$ cat src/rtl/lwe_pkg.sv
// lwe_pkg: shared defaults, derived constants, word types and FSM states for the LWE decryptor.
package lwe_pkg;
    localparam int PW = 6;
    localparam int CW = 10;
    localparam int DIMENSION = 10;
    localparam int LANES = 2;
    localparam int NOISE_BOUND = 6;
    localparam int S = CW - PW;
    localparam int BEATS = DIMENSION / LANES;
    localparam int HALF = 2 ** (S - 1);
    typedef logic [CW-1:0] ct_word_t;
    typedef logic [PW-1:0] pt_word_t;
    typedef enum logic [1:0] {ACCUM, B_WAIT, DONE} state_t;
endpackage

$ cat src/rtl/lwe_dot_lanes.sv
// lwe_dot_lanes: combinational sum over all lanes of a*s, truncated to the ciphertext modulus.
module lwe_dot_lanes #(
    parameter int LANES = 2,
    parameter int CW = 10
) (
    input  logic [LANES*CW-1:0] a_i,
    input  logic [LANES*CW-1:0] s_i,
    output logic [CW-1:0]       dot_o
);
    always_comb begin
        dot_o = '0;
        for (int k = 0; k < LANES; k++)
            dot_o = dot_o + a_i[k*CW +: CW] * s_i[k*CW +: CW];
    end
endmodule

$ cat src/rtl/lwe_decrypt_stream.sv
// lwe_decrypt_stream: streaming LWE decryptor; accumulates <a,s> over the beats, then
// rounds (b - <a,s>) to a plaintext and flags large residual noise.
module lwe_decrypt_stream
    import lwe_pkg::*;
#(
    parameter int PLAINTEXT_WIDTH = PW,
    parameter int CIPHERTEXT_WIDTH = CW,
    parameter int DIMENSION = lwe_pkg::DIMENSION,
    parameter int LANES = lwe_pkg::LANES,
    parameter int NOISE_BOUND = lwe_pkg::NOISE_BOUND
) (
    input  logic                               clk,
    input  logic                               rst_n,
    input  logic                               clear,
    input  logic                               in_valid,
    output logic                               in_ready,
    input  logic [LANES*CIPHERTEXT_WIDTH-1:0]  in_a,
    input  logic [LANES*CIPHERTEXT_WIDTH-1:0]  in_s,
    output logic                               out_valid,
    input  logic                               out_ready,
    output logic [PLAINTEXT_WIDTH-1:0]         out_data,
    output logic                               out_noisy
);
    localparam int W = CIPHERTEXT_WIDTH;
    localparam int SH = CIPHERTEXT_WIDTH - PLAINTEXT_WIDTH;
    localparam int NB = DIMENSION / LANES;
    localparam int CNTW = $clog2(NB + 1);

    state_t state_q, state_d;
    logic [W-1:0] acc_q, acc_d, dot, diff, rnd;
    logic [CNTW-1:0] cnt_q, cnt_d;
    logic ov_q, ov_d, noisy_q, noisy_d, last;
    logic [PLAINTEXT_WIDTH-1:0] data_q, data_d;
    logic [SH-1:0] e, mag;

    lwe_dot_lanes #(.LANES(LANES), .CW(W)) u_dot (.a_i(in_a), .s_i(in_s), .dot_o(dot));

    // Rounding adds half a plaintext step before the shift, so diff near q wraps to 0.
    assign diff = in_a[W-1:0] - acc_q;
    assign rnd = diff + W'(2 ** (SH - 1));
    assign e = diff[SH-1:0];
    assign mag = e[SH-1] ? -e : e;
    assign last = cnt_q == CNTW'(NB - 1);
    assign in_ready = state_q != DONE;
    assign out_valid = ov_q;
    assign out_data = data_q;
    assign out_noisy = noisy_q;

    always_comb begin
        state_d = state_q;
        acc_d = acc_q;
        cnt_d = cnt_q;
        ov_d = ov_q;
        data_d = data_q;
        noisy_d = noisy_q;
        if (clear) begin
            state_d = ACCUM;
            acc_d = '0;
            cnt_d = '0;
            ov_d = 1'b0;
        end else begin
            case (state_q)
                ACCUM: if (in_valid) begin
                    acc_d = acc_q + dot;
                    cnt_d = last ? '0 : cnt_q + CNTW'(1);
                    state_d = last ? B_WAIT : ACCUM;
                end
                B_WAIT: if (in_valid) begin
                    data_d = rnd[W-1:SH];
                    noisy_d = {1'b0, mag} >= (SH + 1)'(NOISE_BOUND);
                    acc_d = '0;
                    ov_d = 1'b1;
                    state_d = DONE;
                end
                DONE: if (out_ready) begin
                    ov_d = 1'b0;
                    state_d = ACCUM;
                end
                default: state_d = ACCUM;
            endcase
        end
    end

    always_ff @(posedge clk or negedge rst_n) begin
        if (!rst_n) begin
            state_q <= ACCUM;
            acc_q <= '0;
            cnt_q <= '0;
            ov_q <= 1'b0;
            data_q <= '0;
            noisy_q <= 1'b0;
        end else begin
            state_q <= state_d;
            acc_q <= acc_d;
            cnt_q <= cnt_d;
            ov_q <= ov_d;
            data_q <= data_d;
            noisy_q <= noisy_d;
        end
    end
endmodule

$ cat config.mk
export PLATFORM = sky130hd
export DESIGN_NAME = lwe_decrypt_stream
export DESIGN_NICKNAME = d
export VERILOG_FILES = /design/src/rtl/lwe_pkg.sv /design/src/rtl/lwe_dot_lanes.sv /design/src/rtl/lwe_decrypt_stream.sv
export SDC_FILE = /design/constraint.sdc
export NUM_CORES = 1
export LEC_CHECK = 0
export CORE_ASPECT_RATIO = 1.1
export CORE_MARGIN = 10
export CORE_UTILIZATION = 51
export CTS_BUF_LIST = sky130_fd_sc_hd__clkbuf_2 sky130_fd_sc_hd__clkbuf_4 sky130_fd_sc_hd__clkbuf_8
export DETAILED_ROUTE_END_ITERATION = 8
export PLACE_DENSITY = 0.84
export SLEW_MARGIN = 20
export SYNTH_ARGS = -nofsm -noshare
export SYNTH_HDL_FRONTEND = slang
export SYNTH_SLANG_ARGS = --single-unit
$ cat constraint.sdc
create_clock -name clk -period 12.4 [get_ports clk]
set_clock_uncertainty 0.15 [all_clocks]
set_input_delay 1.24 -clock clk [delete_from_list [all_inputs] [get_ports clk]]
set_output_delay 1.24 -clock clk [all_outputs]
set_load 0.02 [all_outputs]
# Word level (Yosys, flattened, before mapping)
# Cells that the tools add are included.
# W data, S select, Z words.
dict set report op_classes {
  addsub 6
  multipliers 2
  div 0
  n_lt_le_gt_ge 1
  n_eq_ne 7
  n_shift 0
  muxes 19
  bitwise_logic 1
  n_reduce_logical 10
}
# op n
set op_table {}
lappend op_table {{$mux W10} 3}
lappend op_table {{$add A10 B10 Y10} 2}
lappend op_table {{$mul A10 B10 Y10} 2}
lappend op_table {{$pmux W10 S2} 1}
lappend op_table {{$mux W3} 4}
lappend op_table {{$reduce_and A3 Y1} 4}
lappend op_table {{$add A10 B4 Y10 const B} 1}
lappend op_table {{$sub A10 B10 Y10} 1}
lappend op_table {{$ne A3 B3 Y1 const B} 3}
lappend op_table {{$mux W2} 4}
lappend op_table {{$pmux W2 S3} 1}
lappend op_table {{$reduce_bool A3 Y1} 2}
lappend op_table {{$ge A4 B3 Y1 const B} 1}
lappend op_table {{$mux W1} 4}
lappend op_table {{$mux W4} 1}
lappend op_table {{$neg A4 Y4} 1}
lappend op_table {{$reduce_bool A2 Y1} 2}
lappend op_table {{$add A3 B1 Y3 const B} 1}
lappend op_table {{$eq A3 B3 Y1 const B} 1}
lappend op_table {{$eq A2 B1 Y1 const B} 1}
lappend op_table {{$eq A2 B2 Y1 const B} 1}
lappend op_table {{$logic_not A2 Y1} 1}
lappend op_table {{$ne A2 B2 Y1 const B} 1}
lappend op_table {{$pmux W1 S2} 1}
lappend op_table {{2 further kinds} 2}
dict set report word_totals {
  reg_bits 23
  latchBits 0
  ram_bits 0
  rom_bits 0
  wordCells 52
  mem_count 0
}

# Depth between registers and ports, before layout
dict set report depth {
  ltp_word 6
  mapped_depth 20
  mapped_depth_nobuf 19
}

# Hierarchy
# From an unflattened synthesis, not the netlist that was laid out.
dict set report hier_totals {
  cells_unflattened 580
  hier_area_um2 5059.9
}
# mod n_inst cells_each area_per_inst_um2 seq_area_each_um2
set modules_own_cells {}
lappend modules_own_cells {lwe_dot_lanes 1 348 3035.4 0.0}
lappend modules_own_cells {lwe_decrypt_stream 1 232 2024.4 575.6}

# Worst setup path after synthesis
# No wires, ideal clock.
dict set report synth_timing {
  kind {input-to-reg}
  startpoint {in in_s[11]}
  endpoint {reg acc_q[9]}
  setup_ps 121
  arrival_ps 6553
  required_time_ps 12129
  path_slack_ps 5576
  cell_stages 18
  n_path_buf 1
  cell_sequence {clkbuf_1 > nand2_1 > fa_1 > inv_1 > fa_1 > fa_1 > fa_1 > inv_1 > fa_1 > fa_1 > fa_1 > xnor2_1 > xnor2_1 > xnor2_1 > xnor3_1 > xnor3_1 > xnor2_1 > a22o_1}
}
dict set report synth_via {
  elab_chain_cells 6
}
# element line
set synth_lines {}
lappend synth_lines {{from (decl)} lwe_decrypt_stream.sv:18} ;# input logic [LANES*CIPHERTEXT_WIDTH-1:0] in_s,
lappend synth_lines {{$mul A10 B10 Y10} lwe_dot_lanes.sv:13} ;# dot_o = dot_o + a_i[k*CW +: CW] * s_i[k*CW +: CW];
lappend synth_lines {{$add A10 B10 Y10} lwe_dot_lanes.sv:13}
lappend synth_lines {{$add A10 B10 Y10} lwe_decrypt_stream.sv:64} ;# acc_d = acc_q + dot;
lappend synth_lines {{$mux W10} lwe_decrypt_stream.sv:63} ;# ACCUM: if (in_valid) begin
lappend synth_lines {{$pmux W10 S2} lwe_decrypt_stream.sv:62} ;# case (state_q)
lappend synth_lines {{$mux W10} lwe_decrypt_stream.sv:56} ;# if (clear) begin
lappend synth_lines {{to (signal assigned)} lwe_decrypt_stream.sv:87} ;# acc_q <= '0;
lappend synth_lines {{to (signal assigned)} lwe_decrypt_stream.sv:94} ;# acc_q <= acc_d;
lappend synth_lines {{to (decl)} lwe_decrypt_stream.sv:30} ;# logic [W-1:0] acc_q, acc_d, dot, diff, rnd;
# No other way between the ends. The select of a mux whose other input is x is not followed.
# A chain may end at the register's enable or synchronous reset.

# Worst setup path in the final report
# Ends and elaborated chain as after synthesis.

==> results.yml <==
worst_setup_path:
  worstPathRequired_ps: 12420
  crit_slowest_cell: "clkdlybuf4s50_1"
  worstPathArrival_ps: 7280
  rr_worst_depth: 16
  rr_endpoint: "acc_q[9]$_DFFE_PN0P_"
  crit_type: "input port to flip-flop"
  start_kind: "input port"
  cp-end-kind: "flip-flop"
  cp_max_fo: 9
  cp_common_cell: "fa_1"
  startpoint: "in_s[11]"
  rr_startpoint: "acc_q[5]$_DFFE_PN0P_"
  crit_chain: "clkdlybuf4s50_1, nand2_1, fa_1, inv_1, fa_1, fa_1, fa_1, inv_1, fa_1, fa_1, fa_1, xnor2_1, xnor2_1, xnor2_1, xnor3_1, xnor3_1, xnor2_1, a22o_1"
  critPathMaxStageDelay_ps: 660
  rrSetupSlack_ps: 7000
place:
  place_inst: 703
  placed_cell_area_um2: 5490
  place.port_buffers: 53
  place_congestion: 0.9011
  place_ws_ps: 4862
  hpwl_um: 9808
timing:
  fin_crit_sh_pct: 58.57
  hold_viol_final: 0
  clock.fmax_ghz: 0.1377
  timing.final.crit_period_ps: 7262
  timing.final.ws_setup_ps: 5138
  worst_hold_slack_ps: 366.8
  final.setup.tns_ps: 0
  tightest_slew_ps: 1034
  relSlewSlack_pct: 30.05
  slew_viol_final: 0
  setup_viol: 0
  rsz0062_at_grt: "no"
floorplan:
  die_w_um: 112.8
  pin_count: 54
  rows: 37
  die_y_um: 122.1
  die_area_um2: 13770
  core_um2: 9305
  initial_core_util_pct: 51.90
yosys:
  synthXorXnorAreaFrac_pct: 10.41
  ys_seq_area_share_pct: 11.92
  synth_edf_count: 0
  syn_inst: 539
  ys_ff_latch: 23
  synth_compound_area_share_pct: 8.886
  synth_top_family_by_area: "adder cells"
  synthArstFlopShare_pct: 100.0
  syn_area_per_cell_um2: 8.960
  synth_nets: 710
  syn_area_um2: 4830
  synthMuxAreaShare_pct: 0.6736
  yosys.area_share.simple_pct: 16.58
  yosysWarnings: 0
  yosysUniqueCellTypes: 43
  synthAdderAreaFrac_pct: 42.90
  ys.flop_type: "dfrtp_1"
cells_and_area:
  layout-drive-gt1-share_pct: 2.203
  fin_nets: 762
  layout_common_cells: "inv_1 (105), nand2_1 (67), fa_1 (66)"
  antenna_cells: 0
  areaGrowthSynthToFinish_pct: 14.64
  mostFrequentLayoutCell: "inv_1"
  fin_cells: 707
  fin_area_um2: 5537
  final_util_pct: 59.50
clocking:
  cts_root_buf: "clkbuf_8"
  htree_num_levels: 1
  cts_setup_buffers: 0
  cts_resized: 0
  cts_tree: "yes"
  cts_hold_buf: 0
  clock_latency_ps: 280
  cts_sinks: 23
  clkTransAtPathRegs_ps: 80
  clock_path_buffers: 2
  cts_made_buffers: 3
power_and_ir_drop:
  leakagePower_nw: 2.715
  power_mw: 1.612
  p_per_area_nw_per_um2: 291.2
  ir_worst_vdd_mv: 0.1924
route:
  drtIter0Drc: 212
  drt-pass1-iter-count: 4
  vias_per_cell: 5.304
  ant_nets: 0
  avgRoutedWirePerCell_um: 15.86
  drc: 0
  wirelength_um: 11220
  num_vias: 3750
grt:
  grt-ovfl-total: 0
  grtUsageTotal_pct: 17.11
  grt_pass1_wl_um: 20010
  first_global_vias: 4389
  grt_antenna_before_repair: 0
  grt_max_degree: 24
status:
  status: "complete, no violations"
job:
  cap_violations: 0
worst_hold_path:
  hp-class: "flip-flop to flip-flop"
  hold_start: "acc_q[8]$_DFFE_PN0P_"
  min_path_cells: 1
  hold_end: "acc_q[8]$_DFFE_PN0P_"
## report_power, final
| part | switching [mW] | internal (mW) |
|---|---|---|
| Combinational | 0.725 | 0.728 |
| Clock | 0.0262 | 0.0225 |
| Sequential | 0.0163 | 0.0940 |
| Total | 0.767 | 0.845 |
## registers in the layout, indices dropped and copies added, names as in the netlist
register / cells
acc_q: 10
out_data: 6
cnt_q: 3
out_noisy: 1
out_valid: 1
state_q: 2
## synthesized netlist by cell type, types with 3 or more instances
| library cell | n | area share, % |
|---|---|---|
| nand2_1 | 67 | 5.2 |
| xnor2_1 | 37 | 6.7 |
| clkbuf_1 | 6 | 0.47 |
| a21o_1 | 8 | 1.2 |
| dfrtp_1 | 23 | 12 |
| inv_1 | 105 | 8.2 |
| xor2_1 | 9 | 1.6 |
| ha_1 | 60 | 16 |
| nor3_1 | 4 | 0.41 |
| a21oi_1 | 19 | 2.0 |
| o21ai_0 | 8 | 0.83 |
| a22o_1 | 8 | 1.5 |
| fa_1 | 66 | 27 |
| nor2_1 | 22 | 1.7 |
| and2_1 | 52 | 6.7 |
| nor2b_1 | 5 | 0.65 |
| or3_1 | 3 | 0.39 |
| xnor3_1 | 3 | 1.4 |
## final cells by class
class / instances / area (µm²)
Multi-Input combinational cell: 405 / 3849
Fill cell: 789 / 3769
Inverter: 105 / 394.1
Sequential cell: 23 / 575.6
Timing Repair Buffer: 53 / 525.5
Tap cell: 117 / 146.4
Clock buffer: 3 / 41.29
Clock inverter: 1 / 5.005
## worst max path at each step
stage | to | slack [ps] | cells past startpoint
CTS | acc_q[9]$_DFFE_PN0P_ | 5120 | 18
finish | acc_q[9]$_DFFE_PN0P_ | 5140 | 18
global placement | acc_q[9]$_DFFE_PN0P_ | 4980 | 18
detailed placement | acc_q[9]$_DFFE_PN0P_ | 4860 | 18
floorplan | acc_q[9]$_DFFE_PN0P_ | 5580 | 18
global route | acc_q[9]$_DFFE_PN0P_ | 4860 | 18
## logic make-up (layout without fill, tap and decap cells)
logic type | count (synthesis) | after routing
adders and majority gates | 126 | 126
buffers and inverters | 111 | 162
AOI/OAI and AO/OA | 61 | 61
xor gates and xnor gates | 51 | 51
and+or+nand+nor | 164 | 164
DFF | 23 | 23
muxes | 3 | 3
## critical path, delay by kind of cell
family                   cells  cell delay, ps
AO/OA/AOI/OAI                1             200
XOR/XNOR                     6            1440
adder cells (fa/ha/maj)      7            3500
buffers and inverters        3             780
AND/OR/NAND/NOR              1             120
## layer usage
layer / GRT usage (%) / routed length, µm / up-vias
met4: 6.429 / 312 / 0
li1: - / - / 1793
met1: 19.57 / 4650 / 1827
met2: 31.30 / 5803 / 98
met5: 0 / 0 / -
met3: 2.704 / 449 / 32
(Power assumes the default switching activity.)
